===== src/rtl/mem_stage_ctrl.sv =====
`default_nettype none
// ============================================================================
//  Module   : mem_stage_ctrl
//  Purpose  : MEM-stage controller. Owns the MEM valid bit, drives allowin
//             back to the EXE->MEM register, runs the split-transaction
//             data-memory handshake (req / addr_ok / data_ok) and drains an
//             in-flight access when the pipeline is flushed.
//  Options  : MEM_ALIGN_CHECK_EN - raise AdEL/AdES on misaligned word
//             accesses instead of issuing them.
//  Revision : 1.0 - initial release
// ============================================================================
module mem_stage_ctrl #(
    parameter int ADDR_W = 32,
    parameter int DATA_W = 32
) (
    input  logic              clk,
    input  logic              rst_n,
    input  logic              exe_to_mem_valid,
    output logic              mem_allowin,
    input  logic              wb_allowin,
    output logic              mem_to_wb_valid,
    input  logic              flush,
    input  logic              mem_rd,
    input  logic              dmem_we,
    input  logic              ex,
    input  logic              eret_flush,
    input  logic [ADDR_W-1:0] alu_result,
    input  logic [DATA_W-1:0] rt,
    output logic              dmem_req,
    output logic              dmem_wr,
    output logic [ADDR_W-1:0] dmem_addr,
    output logic [DATA_W-1:0] dmem_wdata,
    input  logic              dmem_addr_ok,
    input  logic              dmem_data_ok,
    input  logic [DATA_W-1:0] dmem_rdata,
    output logic [DATA_W-1:0] load_data,
    output logic              ex_out,
    output logic [4:0]        ex_code_out
);

    localparam logic [2:0] S_IDLE  = 3'd0;
    localparam logic [2:0] S_REQ   = 3'd1;
    localparam logic [2:0] S_WAIT  = 3'd2;
    localparam logic [2:0] S_DONE  = 3'd3;
    localparam logic [2:0] S_DRAIN = 3'd4;

    logic [2:0]        state_q, state_d;
    logic              mem_valid_q, mem_valid_d;
    logic [DATA_W-1:0] load_data_q, load_data_d;

    logic w_is_mem;     // instruction touches data memory
    logic w_misalign;   // misaligned word access (only with the check enabled)
    logic w_is_acc;     // valid instruction that really needs the memory
    logic w_acc;        // ... and is not being killed this cycle
    logic w_req;        // request is being presented this cycle
    logic w_done;       // access completes this cycle
    logic w_ready_go;
    logic w_leave;      // instruction hands over to WB at the next edge

    assign w_is_mem = mem_rd | dmem_we;

`ifdef MEM_ALIGN_CHECK_EN
    localparam logic [4:0] EXC_ADEL = 5'h04;
    localparam logic [4:0] EXC_ADES = 5'h05;

    assign w_misalign  = w_is_mem & (alu_result[1:0] != 2'b00);
    assign ex_code_out = (mem_valid_q & ~ex & w_misalign) ?
                         (mem_rd ? EXC_ADEL : EXC_ADES) : 5'h00;
`else
    assign w_misalign  = 1'b0;
    assign ex_code_out = 5'h00;
`endif

    assign w_is_acc = mem_valid_q & w_is_mem & ~ex & ~eret_flush & ~w_misalign;
    assign w_acc    = w_is_acc & ~flush;

    // IDLE behaves as REQ in the same cycle so the first request is zero-latency.
    // Once in REQ the request is held even under flush; it drops next cycle.
    assign w_req  = ((state_q == S_IDLE) & w_acc) | (state_q == S_REQ);
    assign w_done = (w_req & dmem_addr_ok & dmem_data_ok) |
                    ((state_q == S_WAIT) & dmem_data_ok);

    // Stage may advance: non-access instructions immediately, accesses on completion.
    always_comb begin
        w_ready_go = 1'b1;
        if (state_q == S_DRAIN) begin
            w_ready_go = 1'b0;
        end else if (w_is_acc) begin
            w_ready_go = w_done | (state_q == S_DONE);
        end
    end

    assign mem_to_wb_valid = mem_valid_q & w_ready_go & ~flush;
    assign w_leave         = mem_to_wb_valid & wb_allowin;

    // Never accept a new instruction while an orphaned response is still due,
    // nor in the cycle a pending request is being abandoned.
    assign mem_allowin = (~mem_valid_q | (w_ready_go & wb_allowin)) &
                         (state_q != S_DRAIN) &
                         ~((state_q == S_REQ) & flush & ~dmem_addr_ok);

    assign dmem_req   = w_req;
    assign dmem_wr    = dmem_we;
    assign dmem_addr  = alu_result;
    assign dmem_wdata = rt;
    assign load_data  = load_data_q;
    assign ex_out     = mem_valid_q & (ex | w_misalign);

    // Next-state logic for the memory handshake.
    always_comb begin
        state_d = state_q;
        case (state_q)
            S_IDLE, S_REQ: begin
                if ((state_q == S_REQ) && flush) begin
                    state_d = (dmem_addr_ok && !dmem_data_ok) ? S_DRAIN : S_IDLE;
                end else if (w_req) begin
                    if (!dmem_addr_ok) begin
                        state_d = S_REQ;
                    end else if (!dmem_data_ok) begin
                        state_d = S_WAIT;
                    end else begin
                        state_d = w_leave ? S_IDLE : S_DONE;
                    end
                end
            end
            S_WAIT: begin
                if (flush) begin
                    state_d = dmem_data_ok ? S_IDLE : S_DRAIN;
                end else if (dmem_data_ok) begin
                    state_d = w_leave ? S_IDLE : S_DONE;
                end
            end
            S_DONE: begin
                if (flush || w_leave) begin
                    state_d = S_IDLE;
                end
            end
            S_DRAIN: begin
                if (dmem_data_ok) begin
                    state_d = S_IDLE;
                end
            end
            default: state_d = S_IDLE;
        endcase
    end

    // Valid bit and captured load data; a flushed response is never captured.
    always_comb begin
        mem_valid_d = mem_valid_q;
        if (flush) begin
            mem_valid_d = 1'b0;
        end else if (mem_allowin) begin
            mem_valid_d = exe_to_mem_valid;
        end
        load_data_d = load_data_q;
        if (w_done && mem_rd && !flush) begin
            load_data_d = dmem_rdata;
        end
    end

    // State registers with synchronous active-low reset.
    always_ff @(posedge clk) begin
        if (!rst_n) begin
            state_q     <= S_IDLE;
            mem_valid_q <= 1'b0;
            load_data_q <= '0;
        end else begin
            state_q     <= state_d;
            mem_valid_q <= mem_valid_d;
            load_data_q <= load_data_d;
        end
    end

endmodule
`default_nettype wire

===== config.mk =====
export PLATFORM = sky130hd
export DESIGN_NAME = mem_stage_ctrl
export DESIGN_NICKNAME = d
export VERILOG_FILES = /design/src/rtl/mem_stage_ctrl.sv
export SDC_FILE = /design/constraint.sdc
export NUM_CORES = 1
export LEC_CHECK = 0
export ABC_AREA = 0
export BUFFER_PORTS_ARGS = -buffer_cell sky130_fd_sc_hd__buf_2
export CAP_MARGIN = 20
export CORE_ASPECT_RATIO = 0.8
export CORE_UTILIZATION = 25
export CTS_BUF_LIST = sky130_fd_sc_hd__clkbuf_2 sky130_fd_sc_hd__clkbuf_4 sky130_fd_sc_hd__clkbuf_8
export DETAILED_ROUTE_END_ITERATION = 16
export GPL_ROUTABILITY_DRIVEN = 0
export GPL_TIMING_DRIVEN = 0
export PLACE_DENSITY = 0.62
export SETUP_SLACK_MARGIN = 0.05
export SLEW_MARGIN = 20
export SYNTH_ARGS = -nofsm -noshare
export SYNTH_HDL_FRONTEND = slang
export SYNTH_SLANG_ARGS = --single-unit

===== constraint.sdc =====
create_clock -name clk -period 3.4 [get_ports clk]
set_clock_uncertainty 0.15 [all_clocks]
set_input_delay 0.17 -clock clk [delete_from_list [all_inputs] [get_ports clk]]
set_output_delay 0.17 -clock clk [all_outputs]
set_load 0.01 [all_outputs]

; Word-level counts from Yosys, hierarchy flattened
; Index checks and enable logic that the tools add are counted.
[totals]
rom_bits = 0
ramBits = 0
latchBits = 0
regBits = 36
memories = 0
inputBits = 107
[op_classes]
mul = 0
n_addsub = 0
magnitude_cmp = 0
n_eq_ne = 9
mux = 14
shift = 0
bitwise_logic = 29
n_reduce_logical = 11
div = 0
[op_table]
columns = cell, count
row1 = 3-bit 2-to-1 mux, 8
row2 = 1-bit bitwise AND, 17
row3 = 3-bit one-hot mux with 4 select lines, 1
row4 = 3-bit != test (second input constant), 3
row5 = 1-bit inverter, 7
row6 = 3-bit by 2-bit equality test with 1-bit output (second input constant), 2
row7 = 2-bit 2-to-1 mux, 3
row8 = 1-bit bitwise OR, 5
row9 = 1-bit logical AND, 4
row10 = 4-bit AND reduction, 1
row11 = 2-bit OR reduction, 2
row12 = 3-bit by 1-bit equality test with 1-bit output (second input constant), 1
row13 = 3-bit equality test (second input constant), 1
row14 = 3-bit zero test, 1
row15 = 1-bit zero test, 2
row16 = 1-bit 2-to-1 mux, 2
row17 = 2-bit by 1-bit != test with 1-bit output (second input constant), 1
row18 = 2-bit != test (second input constant), 1
row19 = 1-bit logical OR, 1

; Logic depth before layout (Yosys ltp)
; Gate-level depths: netlist (run 1).
[depth]
depth_word = 22
depth_mapped = 7
mapped_depth_nobuf = 5

; Worst setup path before layout (run 1)
; No wires, ideal clock.
[synth_timing]
kind = reg2reg
from = register state_q[1]
to = register load_data_q[10], in the netlist load_data[10]
slack_ps = 1459
path_stages_with_launch = 6
arrival_time_ps = 1663
path_buffers = 1
path_cell_list = dfxtp_1 -> nand2b_1 -> a211o_1 -> a2111oi_4 -> clkbuf_1 -> o21ai_0
[synth_via]
elab_chain_len = 8
word_cells_on_any_way = 11
cone_classes = eq/ne (2) / bitwise (6) / reduce/logical (3)
[synth_lines]
columns = element, line_no
row1 = from (decl), 47  ; logic [2:0] state_q, state_d;
row2 = from (signal assigned), 168  ; state_q <= state_d;
row3 = 3-bit zero test, 79  ; assign w_req = ((state_q == S_IDLE) & w_acc) | (state_q == S_REQ);
row4 = 1-bit bitwise AND, 79
row5 = 1-bit bitwise OR, 79
row6 = 1-bit bitwise AND (2 in a row), 80  ; assign w_done = (w_req & dmem_addr_ok & dmem_data_ok) |
row7 = 1-bit bitwise OR (*), 80
row8 = 1-bit logical AND (*) (2 in a row), 156  ; if (w_done && mem_rd && !flush) begin
row9 = to (signal assigned), 170  ; load_data_q <= load_data_d;
row10 = to (decl), 49  ; logic [DATA_W-1:0] load_data_q, load_data_d;
; Mark *: on every way between the ends. The rest lies on a longest branch, timed or not.
; A chain may end at the register's enable or synchronous reset.

; Final worst setup path (run 1)
[layout_timing]
from = register mem_valid_q
to = register load_data_q[17], in the netlist load_data[17]
[layout_via]
elab_chain_len = 11
[layout_lines]
columns = element, line_no
row1 = from (decl), 48  ; logic mem_valid_q, mem_valid_d;
row2 = from (signal assigned), 169  ; mem_valid_q <= mem_valid_d;
row3 = 1-bit bitwise AND (3 in a row), 74  ; assign w_is_acc = mem_valid_q & w_is_mem & ~ex & ~eret_flush & ~w_misalign;
row4 = 1-bit bitwise AND, 75  ; assign w_acc = w_is_acc & ~flush;
row5 = 1-bit bitwise AND, 79
row6 = 1-bit bitwise OR, 79
row7 = 1-bit bitwise AND (2 in a row), 80
row8 = 1-bit bitwise OR, 80
row9 = 1-bit logical AND (2 in a row), 156
; Every way passes these cells.

==> impl_metrics.toml, run 1 <==
[setup_path]
r2r_setup_slack_ns = 1.00
cp.required_ns = 3.41
startpoint_type = "register"
crit_family = "compound AO/OA/AOI/OAI gates"
critPathSlowestCell = "a2111oi_4"
endpoint_kind = "register"
worst-path-buf-inv = 1
cp_max_fo = 10
crit_type = "register to register"
cp.arrival_ns = 2.40
crit_chain = "nor2b_1 > nand3_1 > a2111oi_4 > clkbuf_1 > o21ai_0"
crit_path_max_incr_delay_ns = 0.65

[timing]
hold-worst-slack_ns = 0.00923
period_needed_ns = 2.40
slew_viol_final = 0
max_freq_mhz = 417
relSlewSlack = 0.581
fin_crit_sh = 0.705
tightest_slew_ns = 0.628
rsz0062_at_grt = "false"
finalHoldViolations = 0
setup_viol = 0
fin_setup_tns_ns = 0

[synth]
synth-main-ff-cell = "dfxtp_1"
synth_top_family_by_area = "buffers and inverters"
synth_seq_area_share = 0.340
avgSynthCellArea_um2 = 7.74
synthMuxAreaShare = 0
synthCells = 274
yosys.area.top_type = "dfxtp_1"
synthAdderAreaFrac = 0
synth-edff-count = 0
synthSimpleGateAreaFrac = 0.191
async_flop_share = 0
yosysWarningCount = 0
synthesis.area_um2 = 2120
synth_top_area_frac = 0.340
yosys-top-cells-area = "dfxtp_1 (34%), buf_4 (25%), nand3_1 (8.0%)"
yosys_register_bits = 36
synth_xor_area_frac = 0
yosysUniqueCellTypes = 32
synth-compound-area-share = 0.179

[power]
p_leak_nw = 1.68
ir_drop_uv = 163
power.density_nw_per_um2 = 279

[floorplanning]
die_w_um = 105
core_um2 = 8060
initial_utilization = 0.263
dieArea_um2 = 8850
ios = 213
num_rows = 29
die_h_um = 84.4

[layout]
final_nets = 566
layout_common_cells = "buf_2 (146), buf_4 (70), dfxtp_1 (36), nand3_1 (34), nand2_1 (34)"
final_common_cell = "buf_2"
drive_above_1_share = 0.493
syn_to_final_growth_pct = 59.9
diodes = 0
nFillCells = 802

[route]
routed_wirelength_um = 6460
wl_per_cell_um = 11.4
viasPerCell = 4.33
drc = 0
antenna_left = 0
drt_pass1_iterations = 4
vias = 2458
drt_iter0_markers = 65

[run]
max_cap_viol_count = 0

[clock_network]
cts_resized = 0
clockBufferDepth = 2
cts_made_buffers = 5
ctsRootBufferMaster = "clkbuf_8"
h-tree-depth = 2
path_clk_slew_ns = 0.08
insertion_delay_ns = 0.28
cts_tree = "yes"
clock-sinks = 36

[global_routing]
grt_max_degree = 13
antenna_found_initial = 0
first_global_vias = 2168
grt_pass1_wl_um = 10200
grtUsageTotal = 0.140
gr-total-overflow = 0

[placed_design]
hpwl_um = 4670
io_buffers = 142

[run_status]
status = "finished clean"

[min_path]
hold_class = "primary input to register"
-- layer usage --
layer / global-route usage / share of wire
met1: 0.174 / 0.42
met2: 0.250 / 0.49
met3: 0.0349 / 0.088
met4: 0.0205 / 0.0020
met5: 0 / 0
-- tightest hold or removal path, delay by kind of cell --
| kind | cells | cell delay, ns |
|---|---|---|
| AO/OA/AOI/OAI | 1 | 0.06 |
| buffers and inverters | 1 | 0.08 |
| AND/OR/NAND/NOR | 1 | 0.09 |
-- cells in the mapped netlist, drive strengths merged, types with 2 or more instances --
| master | instances |
|---|---|
| nor2b | 6 |
| inv | 4 |
| a2111oi | 3 |
| clkbuf | 13 |
| buf | 74 |
| a211oi | 4 |
| nand2 | 34 |
| nand2b | 3 |
| a21oi | 4 |
| o21ai | 37 |
| dfxtp | 36 |
| nor2 | 4 |
| o31ai | 2 |
| nand3 | 34 |
| o2111ai | 3 |
-- worst paths after layout --
kind                                  startpoint             to  depth (start not counted)
worst max-delay path                 mem_valid_q  load_data[17]                          5
worst min register to register      load_data[7]   load_data[7]                          2
worst min-delay path            exe_to_mem_valid    mem_valid_q                          3
worst max register to register       mem_valid_q  load_data[17]                          5
-- layout make-up --
class | count | area, µm² | area share
tap | 108 | 135 | 0.0399
clock buffer | 5 | 68.8 | 0.0203
timing repair buffer | 174 | 1030 | 0.304
multi-input combinational | 151 | 803 | 0.237
sequential | 36 | 721 | 0.213
buffer | 87 | 596 | 0.176
inverter | 4 | 15.0 | 0.00443
clock inverter | 3 | 18.8 | 0.00554
-- report_power, final --
group	total [mW]	switching [mW]	internal [mW]
clock	0.303	0.160	0.143
combinational	0.217	0.0886	0.129
sequential	0.425	0.00172	0.423
total	0.945	0.250	0.695
-- stage by stage --
stage / power (mW) / std cells / worst slack, ns / cell area (µm²) / utilization
3_3_place_gp: 0.622 / 528 / 1.00 / 2980 / 0.370
2_1_floorplan: 0.550 / 278 / 1.46 / 2130 / -
6_report: 0.945 / 568 / 1.00 / 3390 / 0.421
5_1_grt: 0.994 / 568 / 0.738 / 3390 / 0.421
4_1_cts: 0.965 / 568 / 0.939 / 3390 / 0.421
3_5_place_dp: 0.623 / 528 / 0.960 / 2980 / 0.370
-- logic make-up (layout without fill, tap and decap cells) --
logic type | Yosys count | after routing
other | 1 | 5
and+or+nand+nor | 86 | 86
AOI/OAI and AO/OA | 60 | 60
buffers and inverters | 91 | 273
DFF | 36 | 36
-- registers in the layout (all words and copies together) (netlist names) --
name         flops
load_data       32
mem_valid_q      1
state_q          3
-- repair_timing --
item	4_1_cts	5_1_grt
hold endpoints to repair	32	0
buffers inserted	0	0
hold buffers	32	0
No activity file was read; power rests on OpenSTA's default activity.
==> run 2: changes to the inputs <==
--- a/config.mk
+++ b/config.mk
@@ -5,7 +5,7 @@
 export SDC_FILE = /design/constraint.sdc
 export NUM_CORES = 1
 export LEC_CHECK = 0
-export ABC_AREA = 0
+export ABC_AREA = 1
 export BUFFER_PORTS_ARGS = -buffer_cell sky130_fd_sc_hd__buf_2
 export CAP_MARGIN = 20
 export CORE_ASPECT_RATIO = 0.8
@@ -14,7 +14,7 @@
 export DETAILED_ROUTE_END_ITERATION = 16
 export GPL_ROUTABILITY_DRIVEN = 0
 export GPL_TIMING_DRIVEN = 0
-export PLACE_DENSITY = 0.62
+export PLACE_DENSITY = 0.65
 export SETUP_SLACK_MARGIN = 0.05
 export SLEW_MARGIN = 20
 export SYNTH_ARGS = -nofsm -noshare
==> constraint.sdc (replaced) <==
create_clock -name clk -period 2.2 [get_ports clk]
set_clock_uncertainty 0.15 [all_clocks]
set_input_delay 0.11 -clock clk [delete_from_list [all_inputs] [get_ports clk]]
set_output_delay 0.11 -clock clk [all_outputs]
set_load 0.01 [all_outputs]
==> run 2 against run 1 <==
  * Sequential cell count stayed put
  * Clock-buffer cell count grew 2
  * Synthesized cell count is 3.3% higher
  * Clock power up 64%
  * Combinational power increased to 3.2 times the previous value
  * Register-to-register slack got worse by 0.63 ns
  * Sequential power increased by 80%
  * Design area fell by 1.2%
  * Global-route usage down 1.1 points
  * Largest power group unchanged
  * Highest routed layer unchanged
==> impl_metrics.toml, run 2 <==
[route]
antenna_left = 0
drc = 0
wl_per_cell_um = 10.0
drt_iter0_markers = 48
wl_met1_um = 2410
drt_pass1_iterations = 4
wl_met3_um = 504
routed_wirelength_um = 5790
wl_met2_um = 2820
viasPerCell = 3.92
top_layer_used = "met4"
vias = 2264

[setup_path]
critPathSlowestCell = "dfxtp_1"
crit_family = "simple AND/OR/NAND/NOR gates"
startpoint_type = "register"
endpoint_kind = "output port"
crit_path_max_incr_delay_ns = 0.44
cp_max_fo = 5
crit_type = "register to output port"
cp.arrival_ns = 1.69
cp.required_ns = 1.94
worst-path-buf-inv = 2
crit_chain = "inv_1 > nor3_1 > nand2_1 > nand3_2 > nand3_1 > a21oi_1 > buf_2"

[timing]
setup_viol = 0
fin_crit_sh = 0.886
finalHoldViolations = 0
max_freq_mhz = 513
rsz0062_at_grt = "false"
slew_viol_final = 0
period_needed_ns = 1.95
fin_setup_tns_ns = 0
hold-worst-slack_ns = 0.0421

[placed_design]
dp_cells = 537
io_buffers = 142
hpwl_um = 4300

[global_routing]
grt_max_degree = 12
first_global_vias = 1983
gr-total-overflow = 0
grt_pass1_wl_um = 8670
antenna_found_initial = 0
grtUsageTotal = 0.129

[floorplanning]
initial_utilization = 0.259
num_rows = 29
die_w_um = 103
core_um2 = 7950
dieArea_um2 = 8610
die_h_um = 83.2
ios = 213

[power]
p_leak_nw = 1.81
ir_drop_uv = 256
power.density_nw_per_um2 = 583

[layout]
final_common_cell = "buf_2"
drive_above_1_share = 0.502
nFillCells = 824
diodes = 0
multi_input_area_um2 = 703
instances_no_fill = 578
seqCellArea_um2 = 721
layout_common_cells = "buf_2 (143), nor2_1 (75), buf_4 (70), dfxtp_1 (36)"
syn_to_final_growth_pct = 62.6
largest_reg_flops = 32
final_nets = 576

[clock_network]
ctsRootBufferMaster = "clkbuf_8"
h-tree-depth = 2
clock-sinks = 36
insertion_delay_ns = 0.28
clockBufferDepth = 2
cts_made_buffers = 5
cts_tree = "yes"
path_clk_slew_ns = 0.07

[run]
max_cap_viol_count = 0

[synth]
synthesis.area_um2 = 2060
synthCells = 283
async_flop_share = 0
synth_top_area_frac = 0.350
yosys.area.top_type = "dfxtp_1"
avgSynthCellArea_um2 = 7.28
synth.most_common_cell = "nor2_1"
synth_seq_area_share = 0.350
yosysWarningCount = 0
synth-edff-count = 0
yosys-top-cells-area = "dfxtp_1 (35%), buf_4 (26%), nor2_1 (14%)"
yosys_register_bits = 36
yosysUniqueCellTypes = 28
synth_commonest_cells = "nor2_1 (75), buf_4 (70), dfxtp_1 (36)"
synth-main-ff-cell = "dfxtp_1"

[min_path]
hold_class = "primary input to register"

[run_status]
status = "finished clean"
run 2: cells by family (layout without fill, tap and decap cells):
family | after synthesis | after routing | synth area share
other | 1 | 5 | 0.00182
AOI/OAI and AO/OA | 40 | 40 | 0.102
DFF | 36 | 36 | 0.350
buffers and inverters | 96 | 279 | 0.316
and+or+nand+nor | 110 | 110 | 0.230
run 2: per-layer routing:
metal | GRT usage | vias to the layer above
li1 | - | 1187
met1 | 0.140 | 958
met2 | 0.241 | 111
met3 | 0.0295 | 8
met4 | 0.0397 | 0
met5 | 0 | -
run 2: what timing repair did:
item	in CTS	in global routing
resized for setup	0	0
hold buffers	33	0
setup buffers	0	0
endpoints found under the hold margin	33	0
run 2: area by class of cell:
| class | count | area share |
|---|---|---|
| plain buffers | 80 | 0.176 |
| clock buffers | 7 | 0.0269 |
| clock inverters | 1 | 0.00224 |
| inverters | 16 | 0.0179 |
| multi-input cells | 155 | 0.210 |
| flip-flops and latches | 36 | 0.215 |
| well taps | 108 | 0.0404 |
| repair buffers | 175 | 0.311 |
run 2: metrics by stage:
step	instance area (µm²)	utilization	setup slack, ns	total power [mW]
after detailed placement	2920	0.368	0.354	1.42
after global routing	3350	0.421	0.0651	2.11
after global placement	2920	0.368	0.414	1.41
after floorplan	2070	-	0.522	1.21
after CTS	3350	0.421	0.246	1.98
final	3350	0.421	0.251	1.95
run 2: path summary, 6_finish.rpt:
path,start,endpoint,slack (ns),depth (start not counted)
max,state_q[1],mem_allowin,0.25,7
min reg2reg,load_data[8],load_data[8],0.33,2
max reg2reg,state_q[1],load_data[6],0.37,8
min,dmem_addr_ok,state_q[0],0.04,4
run 2: worst reg2reg max path, delay by kind of cell, from the launching register on:
family                 cells  cell delay [ns]
AND/OR/NAND/NOR            5             0.59
flip-flops                 1             0.44
AO/OA/AOI/OAI              1             0.21
buffers and inverters      2             0.33
run 2: power by group:
part | leakage [nW] | internal [mW] | switching, mW
combinational | 1.47 | 0.345 | 0.345
clock | 0.0479 | 0.267 | 0.230
sequential | 0.291 | 0.715 | 0.0508
total | 1.81 | 1.33 | 0.626
==> run 3: changes to the inputs <==
--- a/config.mk
+++ b/config.mk
@@ -8,13 +8,13 @@
 export ABC_AREA = 1
 export BUFFER_PORTS_ARGS = -buffer_cell sky130_fd_sc_hd__buf_2
 export CAP_MARGIN = 20
-export CORE_ASPECT_RATIO = 0.8
-export CORE_UTILIZATION = 25
+export CORE_AREA = 2 2 81 83
 export CTS_BUF_LIST = sky130_fd_sc_hd__clkbuf_2 sky130_fd_sc_hd__clkbuf_4 sky130_fd_sc_hd__clkbuf_8
 export DETAILED_ROUTE_END_ITERATION = 16
+export DIE_AREA = 0 0 83 85
 export GPL_ROUTABILITY_DRIVEN = 0
 export GPL_TIMING_DRIVEN = 0
-export PLACE_DENSITY = 0.65
+export PLACE_DENSITY = 0.79
 export SETUP_SLACK_MARGIN = 0.05
 export SLEW_MARGIN = 20
 export SYNTH_ARGS = -nofsm -noshare
==> constraint.sdc (replaced) <==
create_clock -name clk -period 2 [get_ports clk]
set_clock_uncertainty 0.15 [all_clocks]
set_input_delay 0.1 -clock clk [delete_from_list [all_inputs] [get_ports clk]]
set_output_delay 0.1 -clock clk [all_outputs]
set_load 0.01 [all_outputs]
==> run 3 against run 2 <==
  * Worst setup slack got worse by 0.16 ns
  * Clock power is 11% higher
  * Routed wire length grew 6.1%
  * Register-to-register slack worse by 0.15 ns
  * First-iteration DRC count grew 44%
  * Total power rose by 13%
  * Via count grew 3.8%
  * Worst hold slack worse by 0.018 ns
  * Critical path depth grew 1
  * Sequential power up 11%
  * Critical path type unchanged
  * Largest cell class unchanged
  * Highest routed layer unchanged
==> impl_metrics.toml, run 3 (synthesis gave the netlist of run 2 again) <==
[layout]
final_common_cell = "buf_2"
seqCellArea_um2 = 727
layout_common_cells = "buf_2 (143), nor2_1 (74), buf_4 (73)"
final_nets = 579
largest_reg_flops = 32
syn_to_final_growth_pct = 63.1
drive_above_1_share = 0.520
instances_no_fill = 550
fin_util = 0.541
nFillCells = 595
diodes = 0
multi_input_area_um2 = 724

[placed_design]
dp_cells = 506
hpwl_um = 4390
io_buffers = 142

[floorplanning]
dieArea_um2 = 7060
die_w_um = 83
num_rows = 29
initial_utilization = 0.332
ios = 213
die_h_um = 85
core_um2 = 6200

[power]
power.density_nw_per_um2 = 659
total_power_mw = 2.21
p_leak_nw = 1.84
ir_drop_uv = 304

[global_routing]
first_global_vias = 2128
grt_pass1_wl_um = 9500
gr-total-overflow = 0
grtUsageTotal = 0.163
antenna_found_initial = 0
grt_max_degree = 12

[setup_path]
cp.required_ns = 1.75
startpoint_type = "register"
r2r_cells = 9
cp.arrival_ns = 1.66
cp_max_fo = 5
crit_type = "register to output port"
endpoint_kind = "output port"
reg2reg_from = "state_q[1]"
r2r_setup_slack_ns = 0.22
reg2reg_to = "load_data[29]"

[run_status]
status = "finished clean"

[timing]
period_needed_ns = 1.91
setup_viol = 0
fin_crit_sh = 0.955
rsz0062_at_grt = "true"
fin_setup_tns_ns = 0
finalHoldViolations = 0
slew_viol_final = 0
hold-worst-slack_ns = 0.0237
max_freq_mhz = 524

[min_path]
holdPathStages = 4
min_to = "state_q[0]"
min_from = "dmem_addr_ok"
hold_class = "primary input to register"

[clock_network]
h-tree-depth = 2
path_clk_slew_ns = 0.07
clockBufferDepth = 2
insertion_delay_ns = 0.28
cts_tree = "yes"
ctsRootBufferMaster = "clkbuf_8"
cts_made_buffers = 5
clock-sinks = 36

[run]
max_cap_viol_count = 0

[route]
drt_iter0_markers = 69
vias = 2351
wl_per_cell_um = 11.2
antenna_left = 0
viasPerCell = 4.27
routed_wirelength_um = 6150
drt_pass1_iterations = 4
drc = 0
==> run 3: cell type report <==
cell class,instances,area share
Timing Repair Buffer,178,0.317
Sequential cell,36,0.216
Multi-Input combinational cell,155,0.216
Buffer,80,0.176
Tap cell,77,0.0287
Clock buffer,7,0.0268
Inverter,16,0.0179
Clock inverter,1,0.00223
==> run 3: worst max-delay path by stage <==
stage,slack (ns),to,cells past startpoint,startpoint
after global placement,0.22,load_data[2],8,state_q[1]
after CTS,0.07,mem_allowin,10,state_q[0]
after detailed placement,0.17,load_data[27],10,mem_valid_q
final,0.09,mem_allowin,8,state_q[1]
after floorplan,0.32,mem_valid_q,12,state_q[0]
after global routing,-0.01,mem_allowin,10,state_q[0]
==> run 3: routing by layer <==
| metal | up-vias | routed length (µm) | track usage |
|---|---|---|---|
| met5 | - | 0 | 0 |
| met4 | 0 | 31 | 0.0343 |
| met3 | 4 | 548 | 0.0457 |
| met2 | 137 | 3220 | 0.317 |
| met1 | 1020 | 2350 | 0.176 |
| li1 | 1190 | - | - |
==> run 3: power breakdown <==
part / switching (mW) / internal, mW / leakage, nW / total, mW
Clock: 0.258 / 0.294 / 0.0479 / 0.552
Sequential: 0.0576 / 0.793 / 0.293 / 0.851
Combinational: 0.399 / 0.412 / 1.50 / 0.811
Total: 0.714 / 1.50 / 1.84 / 2.21
==> run 3: through the flow <==
stage	worst slack, ns	area (µm²)
detailed placement	0.169	2880
CTS	0.0749	3310
global route	-0.0106	3360
finish	0.0904	3360
global placement	0.219	2880
floorplan	0.322	2070
==> run 3: what timing repair did <==
action / in CTS / in global routing
gates resized for setup: 3 / 6
hold buffers: 33 / 0
setup buffers: 0 / 3
pin swaps: 0 / 1
hold endpoints to repair: 33 / 0
endpoints found under the setup margin: 1 / 8
==> run 3: worst max-delay path, cell delays in order, from the launching register on <==
cell	delay, ns
dfxtp_2	0.36
inv_1	0.14
nand3_1	0.15
nand2_2	0.13
nand3_2	0.10
nand3_2	0.11
nand3_2	0.08
a21oi_2	0.16
buf_2	0.15
